<file path="src/rtl/game_pkg.sv">
// Shared game definitions: move direction codes (also used by gameController)
// and the move-input FSM state encoding.
package game_pkg;

  typedef logic [1:0] dir_t;

  localparam dir_t DIR_UP    = 2'b00;
  localparam dir_t DIR_RIGHT = 2'b01;
  localparam dir_t DIR_DOWN  = 2'b10;
  localparam dir_t DIR_LEFT  = 2'b11;

  typedef enum logic [1:0] {
    ST_IDLE         = 2'b00,
    ST_ISSUE        = 2'b01,
    ST_WAIT_RELEASE = 2'b10
  } mic_state_e;

  // Press vector bit order is {left, down, right, up}; lower index wins.
  function automatic dir_t pick_dir(input logic [3:0] press);
    dir_t d;
    if (press[0])      d = DIR_UP;
    else if (press[1]) d = DIR_RIGHT;
    else if (press[2]) d = DIR_DOWN;
    else if (press[3]) d = DIR_LEFT;
    else               d = DIR_UP;
    return d;
  endfunction

endpackage

</file>
<file path="src/rtl/move_input_controller_if.sv">
// Move request handshake between the input controller (master) and the
// game logic (slave): dir is qualified by move_valid, accepted on move_ready.
interface move_input_controller_if;
  import game_pkg::*;

  dir_t dir;
  logic move_valid;
  logic move_ready;

  modport master (
    output dir,
    output move_valid,
    input  move_ready
  );

  modport slave (
    input  dir,
    input  move_valid,
    output move_ready
  );

endinterface

</file>
<file path="src/rtl/move_input_controller_debounce.sv">
// Single push-button conditioner: 2-flop synchroniser, counter debounce and
// rising-edge detect of the debounced level.
module button_debounce #(
  parameter int unsigned DEBOUNCE_CYCLES = 250000,
  parameter int unsigned CNT_W           = 18
) (
  input  logic clk,
  input  logic rst,
  input  logic raw,
  output logic level,
  output logic press
);

  localparam logic [CNT_W-1:0] CNT_LAST = CNT_W'(DEBOUNCE_CYCLES - 1);

  logic             sync1_q, sync2_q;
  logic [CNT_W-1:0] cnt_q, cnt_d;
  logic             level_q, level_d;
  logic             prev_q;

  // The flip happens on the DEBOUNCE_CYCLES-th consecutive differing clock,
  // so the counter only needs to reach DEBOUNCE_CYCLES-1.
  always_comb begin
    cnt_d   = cnt_q;
    level_d = level_q;
    if (sync2_q == level_q) begin
      cnt_d = '0;
    end else if (cnt_q == CNT_LAST) begin
      level_d = ~level_q;
      cnt_d   = '0;
    end else begin
      cnt_d = cnt_q + CNT_W'(1);
    end
  end

  always_ff @(posedge clk or negedge rst) begin
    if (!rst) begin
      sync1_q <= '0;
      sync2_q <= '0;
      cnt_q   <= '0;
      level_q <= '0;
      prev_q  <= '0;
    end else begin
      sync1_q <= raw;
      sync2_q <= sync1_q;
      cnt_q   <= cnt_d;
      level_q <= level_d;
      prev_q  <= level_q;
    end
  end

  assign level = level_q;
  assign press = level_q & ~prev_q;

endmodule

</file>
<file path="src/rtl/move_input_controller.sv">
// Front end for gameController: conditions four direction buttons and a
// new-game button into one handshaked move per press plus a new-game pulse.
module move_input_controller
  import game_pkg::*;
#(
  parameter int unsigned DEBOUNCE_CYCLES = 250000,
  parameter int unsigned CNT_W           = 18
) (
  input  logic                           clk,
  input  logic                           rst,
  input  logic                           btn_up,
  input  logic                           btn_right,
  input  logic                           btn_down,
  input  logic                           btn_left,
  input  logic                           btn_new,
  move_input_controller_if.master        mv,
  output logic                           new_game,
  output logic                           busy
);

  logic [3:0] dir_raw;
  logic [3:0] dir_level;
  logic [3:0] dir_press;
  logic       new_press;
  logic       unused_new_level;

  assign dir_raw = {btn_left, btn_down, btn_right, btn_up};

  for (genvar i = 0; i < 4; i++) begin : g_dir_btn
    button_debounce #(
      .DEBOUNCE_CYCLES (DEBOUNCE_CYCLES),
      .CNT_W           (CNT_W)
    ) u_db (
      .clk   (clk),
      .rst   (rst),
      .raw   (dir_raw[i]),
      .level (dir_level[i]),
      .press (dir_press[i])
    );
  end

  button_debounce #(
    .DEBOUNCE_CYCLES (DEBOUNCE_CYCLES),
    .CNT_W           (CNT_W)
  ) u_db_new (
    .clk   (clk),
    .rst   (rst),
    .raw   (btn_new),
    .level (unused_new_level),
    .press (new_press)
  );

  mic_state_e state_q;
  dir_t       dir_q;
  logic       valid_q;
  logic       new_game_q;

  // new_game overrides every state so a coincident direction press is dropped
  // and any pending move is withdrawn before the consumer can take it.
  always_ff @(posedge clk or negedge rst) begin
    if (!rst) begin
      state_q    <= ST_IDLE;
      dir_q      <= DIR_UP;
      valid_q    <= '0;
      new_game_q <= '0;
    end else begin
      new_game_q <= new_press;
      if (new_press) begin
        valid_q <= '0;
        state_q <= ST_WAIT_RELEASE;
      end else begin
        unique case (state_q)
          ST_IDLE: begin
            if (|dir_press) begin
              dir_q   <= pick_dir(dir_press);
              valid_q <= 1'b1;
              state_q <= ST_ISSUE;
            end
          end
          ST_ISSUE: begin
            if (mv.move_ready) begin
              valid_q <= '0;
              state_q <= ST_WAIT_RELEASE;
            end
          end
          ST_WAIT_RELEASE: begin
            if (dir_level == '0) begin
              state_q <= ST_IDLE;
            end
          end
          default: begin
            valid_q <= '0;
            state_q <= ST_IDLE;
          end
        endcase
      end
    end
  end

  assign mv.dir        = dir_q;
  assign mv.move_valid = valid_q;
  assign new_game      = new_game_q;
  assign busy          = (state_q != ST_IDLE);

endmodule
</file>
<file path="src/flat_wrapper.sv">
// flat-port wrapper written by rule: the top's interface ports become plain ports
module move_input_controller_flat import game_pkg::*;
#(
  parameter int unsigned DEBOUNCE_CYCLES = 250000,
  parameter int unsigned CNT_W           = 18
)
  (clk, rst, btn_up, btn_right, btn_down, btn_left, btn_new, new_game, busy, mv_dir, mv_move_valid, mv_move_ready);
  move_input_controller_if mv_i ();
  input  logic clk;
  input  logic rst;
  input  logic btn_up;
  input  logic btn_right;
  input  logic btn_down;
  input  logic btn_left;
  input  logic btn_new;
  output logic new_game;
  output logic busy;
  output wire logic [$bits(mv_i.dir)-1:0] mv_dir;
  output wire logic [$bits(mv_i.move_valid)-1:0] mv_move_valid;
  input wire logic [$bits(mv_i.move_ready)-1:0] mv_move_ready;
  assign mv_dir = mv_i.dir;
  assign mv_move_valid = mv_i.move_valid;
  assign mv_i.move_ready = mv_move_ready;
  move_input_controller #(.DEBOUNCE_CYCLES(DEBOUNCE_CYCLES), .CNT_W(CNT_W)) u_core (.clk(clk), .rst(rst), .btn_up(btn_up), .btn_right(btn_right), .btn_down(btn_down), .btn_left(btn_left), .btn_new(btn_new), .mv(mv_i), .new_game(new_game), .busy(busy));
endmodule
</file>
<file path="config.mk">
export PLATFORM = sky130hd
export DESIGN_NAME = move_input_controller_flat
export DESIGN_NICKNAME = d
export VERILOG_FILES = /design/src/rtl/game_pkg.sv /design/src/rtl/move_input_controller_if.sv /design/src/rtl/move_input_controller_debounce.sv /design/src/rtl/move_input_controller.sv /design/src/flat_wrapper.sv
export SDC_FILE = /design/constraint.sdc
export NUM_CORES = 1
export LEC_CHECK = 0
export CAP_MARGIN = 10
export CORE_MARGIN = 2
export CORE_UTILIZATION = 45
export CTS_CLUSTER_SIZE = 16
export DETAILED_ROUTE_END_ITERATION = 7
export GPL_ROUTABILITY_DRIVEN = 0
export PLACE_DENSITY = 0.72
export SYNTH_ARGS = -nofsm -noshare
export SYNTH_HDL_FRONTEND = slang
export SYNTH_HIERARCHICAL = 1
export SYNTH_SLANG_ARGS = --single-unit
</file>
<file path="constraint.sdc">
create_clock -name clk -period 3.8 [get_ports clk]
set_input_delay 0.76 -clock clk [delete_from_list [all_inputs] [get_ports clk]]
set_output_delay 0.76 -clock clk [all_outputs]
set_load 0.005 [all_outputs]
</file>
==> summary.md <==
| Metric | Value |
|---|---|
| Mean routed wirelength per cell | `between 10 and 15 um` |
| Maximum root-to-sink buffer count | `2` |
| Iteration-0 DRC Markers | `around 360` |
| Avg Synthesized Cell Area | `between 10 and 15 sq um` |
| Via count | `4067` |
| Worst-Skew Late Latency | `about 0.41 ns` |
| Final #Nets | `560` |
| Cts bufs inserted | `17` |
| Sequential fraction of design power | `42.6%` |
| Vias in the first global route | `roughly 4100` |
| Sw power | `about 0.60 mW` |
| Startpoint type of the worst setup path | `flop` |
| Reg clk slew, reported paths | `0.05 ns` |
| Area of the multi-input gates | `between 2000 and 3000 sq um` |
| HPWL after DPL | `6770 um` |
| TritonCTS Sinks | `about 120` |
| Register area | `roughly 2900 sq um` |
| Die extent in y | `115 um` |
| Final min period | `between 2 and 2.5 ns` |
| Final-report hold violation count | `0` |
| Max-cap violations | `0` |
| CTS resizes | `0` |
| Max transition margin | `between 30% and 40%` |
| Skew final | `0.00781 ns` |
| Synthesis-to-layout area growth | `15.4%` |
| Placed inst area | `a little under 6000 sq um` |
| Row count | `40` |
| Diodes inserted | `0` |
| Number of vias per cell | `~5.6` |
| Synth unique cells | `35` |
| Post-CTS Setup Repair Bufs | `0` |
| Critical Path Fanout Max | `7` |
| Main area contributors after synthesis | `dfrtp_1 52%, xor2_1 7.1%, nor2_1 4.5%` |
| # H-tree levels | `4` |
| Post-synth top area share | `around 52%` |
| I/O Buffers | `12` |
| Total detailed-routing wirelength | `10500 um` |
| Initial core utilization | `between 40 and 50%` |
| Die extent in x | `~120 um` |
| Syn Inst Count | `between 500 and 600` |
| Worst-Margin Slew | `0.980 ns` |
| Worst Hold Class | `flop to flop` |
| Critical path capture point type | `output port` |
| Global route overflow | `0` |
| Final setup vio count | `0` |
| Post-route setup TNS | `0 ns` |
| Seq cells post-synth | `116` |
| Area leader, netlist | `dfrtp_1` |
| Max Slew Vio Count | `0` |
| Clk pwr share | `between 50 and 60%` |
| Sw frac | `~20%` |
| Full die area | `about 13000 sq um` |
| DRT Pass-1 Iters | `5` |
| Worst IR Drop VDD | `~0.34 mV` |
| Logic pwr share | `between 2 and 3%` |
| CP arrival | `around 1.6 ns` |
| Post-synthesis sequential area ratio | `between 50% and 60%` |
| Critical setup path kind | `flop to output port` |
| Leak | `2.75 nW` |
| Synth warn | `6` |
| Final instance area | `~6400 sq um` |
| Synthesized area | `between 5000 and 6000 sq um` |
| First-pass GRT wire length | `between 15000 and 20000 um` |
| Total GRT Usage | `about 18%` |
| Number of synthesized flops with an enable pin | `0` |
| Core Area | `about 12000 sq um` |
| P_int | `between 2 and 2.5 mW` |
| Required time of the critical path | `around 3.0 ns` |
| Power Density | `463 nW/um^2` |
| Outcome | `finished, final reports clean` |
| Count leader, synth | `dfrtp_1` |
| Fill count | `slightly above 1000` |
| DRC | `0` |
| Final ANT Viol Nets | `0` |
| Hold-fix buffers, CTS | `0` |
| Share of cells above drive strength 1 | `approximately a tenth` |
| Clock root buffer | `clkbuf_16` |
| RSZ-0062 raised after global routing | `no` |
| Primary FF master, synth | `dfrtp_1` |
| Period utilization | `62.1%` |
| Initial antenna violation count | `0` |
| CTS tree | `yes` |
| Most frequent cells after synthesis | `116 x dfrtp_1, 67 x nor2_1, 45 x xor2_1` |
| R2r setup slk | `about 1.7 ns` |
| Largest net degree at the start of global routing | `65` |
| FMAX | `around 420 MHz` |
| Post-synth ARST share | `100%` |
| Top Ports | `13` |
| Synthesized net count | `between 500 and 600` |
kinds of logic after synthesis:
kind of cell / synth area share [%]
AOI/OAI and AO/OA: 9.95
xor gates and xnor gates: 8.63
DFF: 52.0
adders and majority gates: 1.12
and+or+nand+nor: 25.2
muxes: 1.01
buffers and inverters: 2.08
through the flow:
step	power, mW	hold slack (ns)	setup slack [ns]	std cells	util, %
6_report	2.98	0.341	1.44	728	53.4
5_1_grt	3.10	0.344	1.35	728	53.4
4_1_cts	3.03	0.346	1.42	728	53.4
3_5_place_dp	1.37	0.335	1.71	696	48.4
3_3_place_gp	1.37	0.334	1.76	696	48.4
2_1_floorplan	1.33	0.331	2.12	525	-
sequential cells by signal, indices dropped and copies added, names as in the netlist:
signal / flops
u_core/u_db_new/prev_q: 1
u_core/u_db_new/cnt_q: 18
u_core/mv.dir: 2
u_core/g_dir_btn.u_db/sync2_q: 4
u_core/g_dir_btn.u_db/sync1_q: 4
u_core/g_dir_btn.u_db/prev_q: 4
u_core/u_db_new/sync2_q: 1
u_core/u_db_new/sync1_q: 1
u_core/mv.move_valid: 1
u_core/g_dir_btn.u_db/level: 4
u_core/u_db_new/level: 1
u_core/new_game: 1
u_core/g_dir_btn.u_db/cnt_q: 72
u_core/state_q: 2
final cells by class:
| cell class | instances | area share [%] |
|---|---|---|
| Clock buffer | 21 | 6.99 |
| Clock inverter | 11 | 2.45 |
| Inverter | 6 | 0.349 |
| Multi-Input combinational cell | 393 | 39.8 |
| Sequential cell | 116 | 45.0 |
| Tap cell | 168 | 3.26 |
| Timing Repair Buffer | 13 | 2.14 |
cells in the final DEF, fill, tap and decap left out, types with 6 or more instances in the layout:
cell type | netlist | routed
clkdlybuf4s50_1 | 0 | 11
a21oi_1 | 31 | 31
inv_1 | 6 | 6
or3_1 | 10 | 10
nor2_1 | 67 | 67
nand3_1 | 40 | 40
o31ai_1 | 21 | 21
dfrtp_1 | 116 | 116
nand4_1 | 10 | 10
nor4_1 | 11 | 11
clkbuf_16 | 0 | 17
xnor2_1 | 10 | 10
and3_1 | 10 | 10
nand2_1 | 40 | 40
and4_1 | 15 | 15
xor2_1 | 45 | 45
o21ai_0 | 11 | 11
nand3b_1 | 6 | 6
clkinv_2 | 0 | 6
or4_1 | 20 | 20
path summary, 6_finish.rpt:
check / start / endpoint / depth (start not counted)
min: u_core/g_dir_btn[0].u_db/sync1_q$_DFF_PN0_ / u_core/g_dir_btn[0].u_db/sync2_q$_DFF_PN0_ / 0
max: u_core/state_q[0]$_DFFE_PN0P_ / busy / 2
min in group asynchronous: rst / u_core/g_dir_btn[1].u_db/cnt_q[15]$_DFF_PN0_ / 1
min reg2reg: u_core/g_dir_btn[0].u_db/sync1_q$_DFF_PN0_ / u_core/g_dir_btn[0].u_db/sync2_q$_DFF_PN0_ / 0
max in group asynchronous: rst / u_core/g_dir_btn[3].u_db/cnt_q[3]$_DFF_PN0_ / 2
max reg2reg: u_core/g_dir_btn[0].u_db/cnt_q[5]$_DFF_PN0_ / u_core/g_dir_btn[0].u_db/cnt_q[4]$_DFF_PN0_ / 4
power groups by stage:
stage                     Sequential [mW]  Clock [mW]  Combinational (mW)
after CTS                            1.27        1.67              0.0829
after global routing                 1.27        1.74              0.0929
after global placement               1.29           0              0.0786
after floorplan                      1.29           0              0.0436
final                                1.27        1.63              0.0793
after detailed placement             1.29           0              0.0824
critical path, cell delays in order (launching register included):
cell and delay [ns]:
dfrtp_1 0.43, or2_2 0.32, clkdlybuf4s50_1 0.44
per-layer routing:
metal	track usage [%]	wire, um	share of wire [%]
met2	27.7	5020	48
met5	0	0	0
met4	7.47	115	1.1
met1	22.9	5030	48
met3	4.64	289	2.8
Note: power is estimated with default switching activity, not from simulation.
